**src/rtl/chip8_pkg.sv**
```systemverilog
// chip8_pkg
// Shared definitions for the CHIP-8 8XYN sequencer slice:
//   - opcode nibble constants for the 8XYN family
//   - index of the flag register VF
//   - seq_state_t, the sequencer state encoding
//   - is_legal_8xyn(), the legality test applied when an opcode is launched
package chip8_pkg;

  localparam logic [3:0] OP_LD  = 4'h0;
  localparam logic [3:0] OP_OR  = 4'h1;
  localparam logic [3:0] OP_AND = 4'h2;
  localparam logic [3:0] OP_XOR = 4'h3;
  localparam logic [3:0] OP_ADD = 4'h4;
  localparam logic [3:0] OP_SUB = 4'h5;
  localparam logic [3:0] OP_SHR = 4'h6;
  localparam logic [3:0] OP_RSB = 4'h7;
  localparam logic [3:0] OP_SHL = 4'hE;

  localparam logic [3:0] VF_IDX = 4'hF;

  typedef enum logic [2:0] {
    S_IDLE,
    S_READ,
    S_EXEC,
    S_WB_X,
    S_WB_F,
    S_DONE
  } seq_state_t;

  // Legal: top nibble 8 and N in 0..7 or E.
  function automatic logic is_legal_8xyn(input logic [15:0] op);
    return (op[15:12] == 4'h8) && ((op[3] == 1'b0) || (op[3:0] == OP_SHL));
  endfunction

endpackage

```
**src/rtl/chip8_vregs.sv**
```systemverilog
// chip8_vregs
// The sixteen 8-bit CHIP-8 V registers.
// Ports:
//   clk, rst_n        clock, asynchronous active-low reset (clears all registers)
//   we, waddr, wdata  single synchronous write port
//   raddr_a, rdata_a  asynchronous read port A
//   raddr_b, rdata_b  asynchronous read port B
module chip8_vregs (
  input  logic       clk,
  input  logic       rst_n,
  input  logic       we,
  input  logic [3:0] waddr,
  input  logic [7:0] wdata,
  input  logic [3:0] raddr_a,
  output logic [7:0] rdata_a,
  input  logic [3:0] raddr_b,
  output logic [7:0] rdata_b
);

  logic [7:0] regs_reg [16];

  always_ff @(posedge clk or negedge rst_n) begin
    if (!rst_n) begin
      for (int i = 0; i < 16; i++) regs_reg[i] <= 8'h00;
    end else if (we) begin
      regs_reg[waddr] <= wdata;
    end
  end

  assign rdata_a = regs_reg[raddr_a];
  assign rdata_b = regs_reg[raddr_b];

endmodule

```
**src/rtl/chip8_alu_seq.sv**
```systemverilog
// chip8_alu_seq
// Sequencer for CHIP-8 8XYN register-to-register instructions. Owns the V
// register file, presents latched operands to an external ALU and writes back
// Vx, then VF when the ALU (or the quirk) asks for a flag update.
// Ports:
//   clk, rst_n                   clock, asynchronous active-low reset
//   start, instr                 launch handshake (sampled only in IDLE)
//   busy, done, illegal          status; done/illegal are one-cycle pulses
//   alu_a, alu_b, alu_op         latched operands and N nibble to the ALU
//   alu_out, alu_vf_we, alu_carry  ALU result, VF-write request, flag bit
//   ext_we, ext_waddr, ext_wdata CPU write port, honoured only when idle
//   ext_raddr, ext_rdata         CPU combinational read port
// Build option: CHIP8_VF_RESET_QUIRK_EN makes OR/AND/XOR clear VF.
module chip8_alu_seq
  import chip8_pkg::*;
(
  input  logic        clk,
  input  logic        rst_n,
  input  logic        start,
  input  logic [15:0] instr,
  output logic        busy,
  output logic        done,
  output logic        illegal,
  output logic [7:0]  alu_a,
  output logic [7:0]  alu_b,
  output logic [3:0]  alu_op,
  input  logic [7:0]  alu_out,
  input  logic        alu_vf_we,
  input  logic        alu_carry,
  input  logic        ext_we,
  input  logic [3:0]  ext_waddr,
  input  logic [7:0]  ext_wdata,
  input  logic [3:0]  ext_raddr,
  output logic [7:0]  ext_rdata
);

  seq_state_t state_reg;
  logic [3:0] x_reg, y_reg, op_reg;
  logic [7:0] alu_a_reg, alu_b_reg, res_reg;
  logic       flg_reg, fwe_reg, done_reg, illegal_reg;

  logic       rf_we;
  logic [3:0] rf_waddr;
  logic [7:0] rf_wdata;
  logic [3:0] rf_raddr_b;
  logic [7:0] rdata_x, rdata_b;
  logic       flg_next, fwe_next;

  // Port B serves the CPU read port except during the single READ cycle,
  // where it fetches Vy. The CPU does not use the side port while busy.
  assign rf_raddr_b = (state_reg == S_READ) ? y_reg : ext_raddr;

  chip8_vregs u_vregs (
    .clk     (clk),
    .rst_n   (rst_n),
    .we      (rf_we),
    .waddr   (rf_waddr),
    .wdata   (rf_wdata),
    .raddr_a (x_reg),
    .rdata_a (rdata_x),
    .raddr_b (rf_raddr_b),
    .rdata_b (rdata_b)
  );

  // Write-port mux: write-back owns the port in WB_X/WB_F, the CPU only in IDLE.
  always_comb begin
    rf_we    = 1'b0;
    rf_waddr = ext_waddr;
    rf_wdata = ext_wdata;
    case (state_reg)
      S_IDLE: rf_we = ext_we;
      S_WB_X: begin
        rf_we    = 1'b1;
        rf_waddr = x_reg;
        rf_wdata = res_reg;
      end
      S_WB_F: begin
        rf_we    = 1'b1;
        rf_waddr = VF_IDX;
        rf_wdata = {7'b0, flg_reg};
      end
      default: ;
    endcase
  end

`ifdef CHIP8_VF_RESET_QUIRK_EN
  // COSMAC VIP behaviour: logic ops always clear VF.
  always_comb begin
    fwe_next = alu_vf_we;
    flg_next = alu_carry;
    if (op_reg == OP_OR || op_reg == OP_AND || op_reg == OP_XOR) begin
      fwe_next = 1'b1;
      flg_next = 1'b0;
    end
  end
`else
  always_comb begin
    fwe_next = alu_vf_we;
    flg_next = alu_carry;
  end
`endif

  always_ff @(posedge clk or negedge rst_n) begin
    if (!rst_n) begin
      state_reg   <= S_IDLE;
      x_reg       <= 4'h0;
      y_reg       <= 4'h0;
      op_reg      <= 4'h0;
      alu_a_reg   <= 8'h00;
      alu_b_reg   <= 8'h00;
      res_reg     <= 8'h00;
      flg_reg     <= 1'b0;
      fwe_reg     <= 1'b0;
      done_reg    <= 1'b0;
      illegal_reg <= 1'b0;
    end else begin
      done_reg    <= 1'b0;
      illegal_reg <= 1'b0;
      case (state_reg)
        S_IDLE: begin
          if (start) begin
            x_reg  <= instr[11:8];
            y_reg  <= instr[7:4];
            op_reg <= instr[3:0];
            if (is_legal_8xyn(instr)) begin
              state_reg <= S_READ;
            end else begin
              state_reg   <= S_DONE;
              done_reg    <= 1'b1;
              illegal_reg <= 1'b1;
            end
          end
        end
        S_READ: begin
          alu_a_reg <= rdata_x;
          alu_b_reg <= rdata_b;
          state_reg <= S_EXEC;
        end
        S_EXEC: begin
          res_reg   <= alu_out;
          flg_reg   <= flg_next;
          fwe_reg   <= fwe_next;
          state_reg <= S_WB_X;
        end
        S_WB_X: begin
          if (fwe_reg) begin
            state_reg <= S_WB_F;
          end else begin
            state_reg <= S_DONE;
            done_reg  <= 1'b1;
          end
        end
        S_WB_F: begin
          state_reg <= S_DONE;
          done_reg  <= 1'b1;
        end
        default: state_reg <= S_IDLE;
      endcase
    end
  end

  assign busy      = (state_reg != S_IDLE);
  assign done      = done_reg;
  assign illegal   = illegal_reg;
  assign alu_a     = alu_a_reg;
  assign alu_b     = alu_b_reg;
  assign alu_op    = op_reg;
  assign ext_rdata = rdata_b;

endmodule

```
**config.mk**
```make
export PLATFORM = sky130hd
export DESIGN_NAME = chip8_alu_seq
export DESIGN_NICKNAME = d
export VERILOG_FILES = /design/src/rtl/chip8_pkg.sv /design/src/rtl/chip8_vregs.sv /design/src/rtl/chip8_alu_seq.sv
export SDC_FILE = /design/constraint.sdc
export NUM_CORES = 1
export LEC_CHECK = 0
export ABC_AREA = 1
export BUFFER_PORTS_ARGS = -buffer_cell sky130_fd_sc_hd__buf_2
export CAP_MARGIN = 20
export CORE_UTILIZATION = 60
export CTS_CLUSTER_SIZE = 12
export DETAILED_ROUTE_END_ITERATION = 12
export PLACE_DENSITY = 0.79
export SYNTH_ARGS = -nofsm -noshare
export SYNTH_HDL_FRONTEND = slang
export SYNTH_HIERARCHICAL = 1
export SYNTH_SLANG_ARGS = --single-unit
```
**constraint.sdc**
```tcl
create_clock -name clk -period 3.35 [get_ports clk]
set_input_delay 0.335 -clock clk [delete_from_list [all_inputs] [get_ports clk]]
set_output_delay 0.335 -clock clk [all_outputs]
set_load 0.02 [all_outputs]
```
# [Word-level counts from Yosys, hierarchy flattened]
# Index checks and enable logic that the tools add are counted.
[word_totals] register_bits=171 input_bits=46 out_inout_bits=31 elab_cells=71
[classes] magnitude_cmp=4 n_eq_ne=7 n_mux=22 n_bitwise=4 n_reduce_logical=7
[ops] cell="$bwmux 128" n=1
[ops] cell="$bmux 8 s4" n=2
[ops] cell="$mux 8" n=5
[ops] cell="$demux 8 s4" n=1
[ops] cell="$pmux 8 s2" n=1
[ops] cell="$ge 5x5->1 const B" n=3
[ops] cell="$not 4->5" n=3
[ops] cell="$pmux 3 s5" n=1
[ops] cell="$eq 4x4->1 const B" n=2
[ops] cell="$pmux 4 s2" n=1
[ops] cell="$eq 3x2->1 const B" n=2
[ops] cell="$mux 3" n=2
[ops] cell="$lt 5x1->1 const B" n=1
[ops] cell="$mux 1" n=5
[ops] cell="$mux 4" n=1
[ops] cell="$eq 3x1->1 const B" n=1
[ops] cell="$eq 3x3->1 const B" n=1
[ops] cell="$logic_not 3->1" n=1
[ops] cell="$pmux 1 s3" n=1
[ops] cell="$reduce_bool 3->1" n=1
[ops] cell="$logic_and 1x1->1" n=2
[ops] cell="$ne 2x2->1 const B" n=1
[ops] cell="$pmux 1 s2" n=1
[ops] cell="$reduce_and 2->1" n=1
[ops] cell="other kinds (3)" n=3

# [Logic depth before layout (Yosys ltp)]
# Gate-level depths: netlist of the first run.
[depth] word_depth=8 mapped_depth=14 depth_no_buf=12

# [Cells and area by module]
# Netlist of the first run, hierarchy kept.
[by_module_without_submodules] module="chip8_vregs" n_inst=1 cells_each=1130 area_per_inst_um2=7566.0 seq_area_each_um2=3203.1
[by_module_without_submodules] module="chip8_alu_seq" n_inst=1 cells_each=249 area_per_inst_um2=1978.1 seq_area_each_um2=1076.0

# [Least setup slack after synthesis of the first run]
# OpenSTA, ideal clock, no wires.
[synth_path] kind="register to output" from="register state_reg[2]" to="output ext_rdata[0]" arrival_time_ns=1.893 required_ns=3.015 setup_slack_ns=1.122 stages_incl_launch_ff=13 n_path_buf=3 path_cell_list="dfrtp_1 > inv_2 > nand3_1 > buf_2 > nand2_1 > o21ai_0 > clkbuf_1 > inv_1 > clkbuf_1 > nand3_1 > nand3_1 > nand3_1 > nand2_1"
[synth_via] elab_chain_cells=6
[synth_rtl] element="start: declaration" line="chip8_alu_seq.sv:37" rtl="seq_state_t state_reg;"
[synth_rtl] element="start signal: assignment" line="chip8_alu_seq.sv:105" rtl="state_reg <= S_IDLE;"
[synth_rtl] element="start signal: assignment" line="chip8_alu_seq.sv:126" rtl="state_reg <= S_READ;"
[synth_rtl] element="start signal: assignment" line="chip8_alu_seq.sv:128" rtl="state_reg <= S_DONE;"
[synth_rtl] element="$eq 3x1->1" line="chip8_alu_seq.sv:51" rtl="assign rf_raddr_b = (state_reg == S_READ) ? y_reg : ext_raddr;"
[synth_rtl] element="$mux 4" line="chip8_alu_seq.sv:51"
[synth_rtl] element="via rf_raddr_b[1]" line="chip8_alu_seq.sv:45" rtl="logic [3:0] rf_raddr_b;"
[synth_rtl] element="$not 4->5 (implied by the code)" line="chip8_vregs.sv:31" rtl="assign rdata_b = regs_reg[raddr_b];"
[synth_rtl] element="$bmux 8 s4" line="chip8_vregs.sv:31"
[synth_rtl] element="$mux 8 (implied by the code) (2 in series)" line="chip8_vregs.sv:31"
[synth_rtl] element="end: declaration" line="chip8_alu_seq.sv:34" rtl="output logic [7:0] ext_rdata"
# The timed path passes the listed nets, and every way through them passes these cells. The select of a mux whose other input is x is not followed.

# [Worst setup path after layout of the first run]
[layout_path] from="register state_reg[2]" to="output ext_rdata[1]"
# Same word-level chain as after synthesis.

==> results of run 1 <==
-- synth_stat cells, types with 5 or more instances --
cell      number  area, µm²
dfrtp_1      171       4280
inv_1        185        694
inv_2          5       18.8
o21ai_0      159        796
buf_6          8       90.1
nor2_4         6       67.6
nor2_1        15       56.3
buf_2         33        165
nand3_1      243       1220
nand2_1      491       1840
clkbuf_1      36        135
a21oi_1       11       55.1
-- cell families (layout without fill, tap and decap cells) --
kind of cell           count (synthesis)  after routing  share of synthesized area (%)
and+or+nand+nor                      765            765                           34.3
buffers and inverters                273            319                           11.9
DFF                                  171            171                           44.8
AOI/OAI and AO/OA                    170            170                           8.91
-- layer usage --
layer / wire [µm] / up-vias
met5: 0 / -
met4: 1330 / 0
met3: 2490 / 125
met2: 12600 / 552
met1: 10900 / 4260
li1: - / 4381
-- stage by stage --
stage / utilization, % / total power [µW]
finish: 68.8 / 11700
global route: 68.8 / 12600
CTS: 68.8 / 11600
detailed placement: 64.9 / 9580
global placement: 64.7 / 9340
floorplan: - / 7830
-- worst min path at each step --
stage | endpoint | slack [ps] | cells after the start | from
2_1_floorplan | alu_a[0] | 40 | 0 | rst_n
3_3_place_gp | u_vregs/regs_reg[52] | 460 | 1 | rst_n
3_5_place_dp | u_vregs/regs_reg[42] | 460 | 1 | rst_n
4_1_cts | x_reg[2] | 130 | 3 | instr[10]
5_1_grt | res_reg[5] | 130 | 3 | alu_out[5]
6_report | x_reg[2] | 140 | 3 | instr[10]
-- power groups by stage --
stage / logic, µW / registers [µW] / clock network, µW
2_1_floorplan: 4300 / 3520 / 0
3_3_place_gp: 5910 / 3440 / 0
3_5_place_dp: 6110 / 3470 / 0
4_1_cts: 6150 / 3440 / 1970
5_1_grt: 6990 / 3550 / 2060
6_report: 6320 / 3450 / 1950
-- worst register-to-register path: cells and delay by family, from the launching register on --
family	cells	cell delay (ps)
simple gates	6	1680
flops	1	430
buf+inv	2	260
compound gates	1	410
-- layout make-up --
| class | count | area [µm²] |
|---|---|---|
| fillers | 1369 | 4800 |
| flip-flops and latches | 171 | 4280 |
| multi-input cells | 935 | 4140 |
| inverters | 190 | 716 |
| repair buffers | 98 | 594 |
| clock buffers | 22 | 464 |
| well taps | 211 | 264 |
| clock inverters | 9 | 115 |
-- repair_timing --
action                     in CTS  in global routing
gates cloned                    0                  0
hold buffers                    1                  0
resized for setup               1                  3
setup endpoints to repair       7                  8
hold endpoints to repair        3                  0
==> flow_summary.json, run 1 <==
{
  "hold_class": "in -> reg",
  "cp-startpoint": "state_reg[2]",
  "cp_slowest_stage_delay_ps": 510,
  "maxSlewHeadroom_pct": 36.0,
  "regToRegSetupSlack_ps": 460,
  "cp.depth": 11,
  "fmax_ghz": 0.311,
  "drv_cap": 0,
  "grt_pass1_vias": 8951,
  "crit_top_cell": "nand3_1",
  "reg2reg_depth": 9,
  "num_io_pins": 77,
  "crit_end": "ext_rdata[1]",
  "place_hpwl_um": 17900,
  "fin_cells": 1636,
  "p_comb_share_pct": 53.9,
  "met2_usage_pct": 56.6,
  "drtAntennaViolNets": 0,
  "gr-usage-met3_pct": 8.10,
  "initial_core_util_pct": 62.1,
  "vdd_ir_drop_max_uv": 756,
  "clkSinkCount": 171,
  "cp-end-kind": "primary output",
  "rows": 45,
  "place_inst": 1604,
  "finalCritPeriodShare_pct": 96.0,
  "cp_slowest_cell": "inv_4",
  "synth_nets": 1425,
  "final_common_cell": "nand2_1",
  "clock_latency_ps": 440,
  "die_area_mm2": 0.0164,
  "grt_pass1_wl_um": 44400,
  "slew_viol_final": 0,
  "internal_power_uw": 6030,
  "die_y_um": 128,
  "synth_cells": 1379,
  "worst-path-buf-inv": 4,
  "vias_per_cell": 5.70,
  "root_buffer": "clkbuf_16",
  "power_frac_clock_pct": 16.6,
  "ys_warn_count": 6,
  "h-tree-depth": 4,
  "fp.coreArea_mm2": 0.0154,
  "cp.arrival_ps": 2880,
  "crit_type": "reg -> out",
  "diodes": 0,
  "ys_async_sr_fraction_pct": 100,
  "p_leak_uw": 0.00557,
  "hold-worst-slack_ps": 139,
  "swShare_pct": 48.6,
  "crit_required_ps": 3010,
  "gr-total-overflow": 0,
  "dp_slack_ps": 429,
  "vias": 9318,
  "dpl-instance-area_mm2": 0.00998,
  "p_per_area_mw_per_mm2": 1110,
  "fin_crit_ps": 3220,
  "wire_per_inst_um": 16.7,
  "avgSynthCellArea_um2": 6.92,
  "antenna_found_initial": 0,
  "dr.pass1.iters": 6,
  "routed_wl_um": 27300,
  "cp-start-kind": "register",
  "numCtsBuffers": 17,
  "clk_path_buf_depth": 2,
  "timing.rr.start": "state_reg[2]",
  "rsz0062_at_grt": "no",
  "yosys_register_bits": 171,
  "cts_setup_buffers": 0,
  "final_area_mm2": 0.0106,
  "drtIter0Drc": 1045,
  "drc": 0,
  "final_cell_mix": "nand2_1 (491), nand3_1 (243), inv_1 (185)",
  "gp_congestion": 0.982,
  "cts_tree": "yes",
  "grt-busiest-layer": "met2",
  "worst-path-max-fanout": 64,
  "synth_edf_count": 0,
  "worst_r2r_endpoint": "u_vregs/regs_reg[7]",
  "hold_viol": 0,
  "worst_slack_ps": 135,
  "clk_pin_slew_ps": 60,
  "tightest_slew_ps": 958,
  "setup_viol": 0,
  "critPathTopFamily": "buffers and inverters",
  "synth.distinct_cells": 21,
  "syn_to_final_growth_pct": 10.8,
  "largest_reg_flops": 128,
  "tns_ps": 0,
  "ys_seq_area_share_pct": 44.8,
  "die_x_um": 128,
  "grt_start_max_net_pins": 87,
  "switchingPower_uw": 5690,
  "fin_worst_skew_ps": 13.0,
  "numPortBuffers": 76,
  "p_seq_share_pct": 29.4,
  "status": "completed",
  "grtUsageMet1_pct": 45.0,
  "cp_cell_sequence": "inv_2 > nand3_1 > buf_4 > o21ai_4 > inv_4 > nand2_1 > nand3_1 > nand3_1 > nand3_1 > nand2_1 > buf_2",
  "syn_area_mm2": 0.00954,
  "layout-drive-gt1-share_pct": 10.2,
  "yosys_most_used_dff": "dfrtp_1",
  "nets": 1459,
  "track_usage_pct": 35.5
}
(Power assumes the default switching activity.)
==> inputs of run 2 (changes only) <==
==> constraint.sdc (replaced) <==
create_clock -name clk -period 3.6 [get_ports clk]
set_input_delay 0.36 -clock clk [delete_from_list [all_inputs] [get_ports clk]]
set_output_delay 0.36 -clock clk [all_outputs]
set_load 0.02 [all_outputs]
==> run 2 against run 1 <==
  * Non-clock buffer count decreased by 2
  * Core utilization increased by 0.20 points
  * Cell area increased by 0.28%
  * Largest power group unchanged
==> flow_summary.json, run 2 (synthesized netlist as in run 1, its figures left out) <==
{
  "status": "completed",
  "num_io_pins": 77,
  "clk_pin_slew_ps": 60,
  "vias": 9379,
  "h-tree-depth": 4,
  "cts_tree": "yes",
  "nets": 1457,
  "total_power_uw": 11000,
  "rows": 45,
  "hold_viol": 0,
  "worst_slack_ps": 218,
  "syn_to_final_growth_pct": 11.1,
  "tightest_slew_ps": 1120,
  "numPortBuffers": 76,
  "worst-path-max-fanout": 32,
  "dp_slack_ps": 732,
  "routed_wl_um": 28100,
  "diodes": 0,
  "initial_core_util_pct": 62.1,
  "rsz0062_at_grt": "no",
  "fp.coreArea_mm2": 0.0154,
  "dr.pass1.iters": 7,
  "tns_ps": 0,
  "grt_pass1_wl_um": 44300,
  "vdd_ir_drop_max_uv": 741,
  "clkSinkCount": 171,
  "finalCritPeriodShare_pct": 94.0,
  "crit_type": "reg -> out",
  "die_x_um": 128,
  "grtUsageMet1_pct": 43.5,
  "grt-busiest-layer": "met2",
  "dpl-instance-area_mm2": 0.00997,
  "die_y_um": 128,
  "final_area_mm2": 0.0106,
  "final_cell_mix": "nand2_1 (491), nand3_1 (243), inv_1 (185)",
  "postCtsHoldBufs": 0,
  "clk_path_buf_depth": 2,
  "hold_class": "in -> async",
  "track_usage_pct": 35.3,
  "gr-usage-met3_pct": 6.72,
  "cp-start-kind": "register",
  "grt_start_max_net_pins": 106,
  "drtIter0Drc": 1040,
  "numCtsBuffers": 17,
  "largest_reg_flops": 128,
  "fin_worst_skew_ps": 9.37,
  "maxSlewHeadroom_pct": 25.4,
  "cts_setup_buffers": 0,
  "vias_per_cell": 5.74,
  "gr-total-overflow": 0,
  "clock_latency_ps": 430,
  "drv_cap": 0,
  "met2_usage_pct": 57.7,
  "crit_required_ps": 3240,
  "p_per_area_mw_per_mm2": 1040,
  "slew_viol_final": 0,
  "root_buffer": "clkbuf_16",
  "p_leak_uw": 0.00559,
  "fmax_ghz": 0.296,
  "drc": 0,
  "place_hpwl_um": 18100,
  "cp.arrival_ps": 3020,
  "drtAntennaViolNets": 0,
  "antenna_found_initial": 0,
  "gp_congestion": 0.901,
  "fin_crit_ps": 3380,
  "cts.repair.resized": 0,
  "reg2reg_depth": 8,
  "final_common_cell": "nand2_1",
  "grt_pass1_vias": 8977,
  "wire_per_inst_um": 17.2,
  "die_area_mm2": 0.0164,
  "cp-end-kind": "primary output",
  "layout-drive-gt1-share_pct": 10.3,
  "setup_viol": 0
}
==> run 2: cell count changes in the layout (fill, tap and decap cells not counted), moves of 2 or more <==
cell      delta
clkinv_2     +2
buf_4        -2
clkinv_4     -3
buf_12       +2
==> run 2: area by class of cell <==
type                    instances  area [µm²]
clock buffers                  22         474
flip-flops and latches        171        4280
well taps                     211         264
fillers                      1341        4770
multi-input cells             935        4140
repair buffers                 96         594
clock inverters                10         138
inverters                     190         713
==> run 2: worst paths after layout <==
check,startpoint,endpoint,slack [ps]
min in group clk,instr[10],x_reg[2],170
min,rst_n,u_vregs/regs_reg[44],30
max in group asynchronous,rst_n,alu_b[2],2710
min reg2reg,alu_op[2],alu_op[2],480
max reg2reg,state_reg[2],u_vregs/regs_reg[31],730
max,state_reg[2],ext_rdata[5],220
==> run 2: critical path, cell delays in order (launching register included) <==
cell	delay (ps)
dfrtp_1	440
inv_2	140
nand3_1	350
buf_4	380
o21ai_2	180
buf_4	400
nand3_1	120
nand3_1	90
nand3_1	120
nand2_1	150
buf_2	190
==> run 2: per-stage QoR <==
stage                     util [%]  std cells  hold slack (ps)
final                         69.0       1635             32.7
after CTS                     68.8       1634             78.6
after global placement        64.8       1602              453
after detailed placement      64.8       1602              453
after floorplan                  -       1379             64.4
after global routing          69.0       1635              113
==> run 2: metal layers <==
metal  part of all wire (%)  vias up
met2                     46      549
met1                     39     4332
met4                    5.7        0
met3                    8.9      111
met5                      0        -
li1                       -     4387
==> run 2: power breakdown <==
part           leakage, µW  internal (µW)  switching (µW)
Clock             0.000297           1150             760
Combinational      0.00318           1740            4180
Sequential         0.00211           2830             396
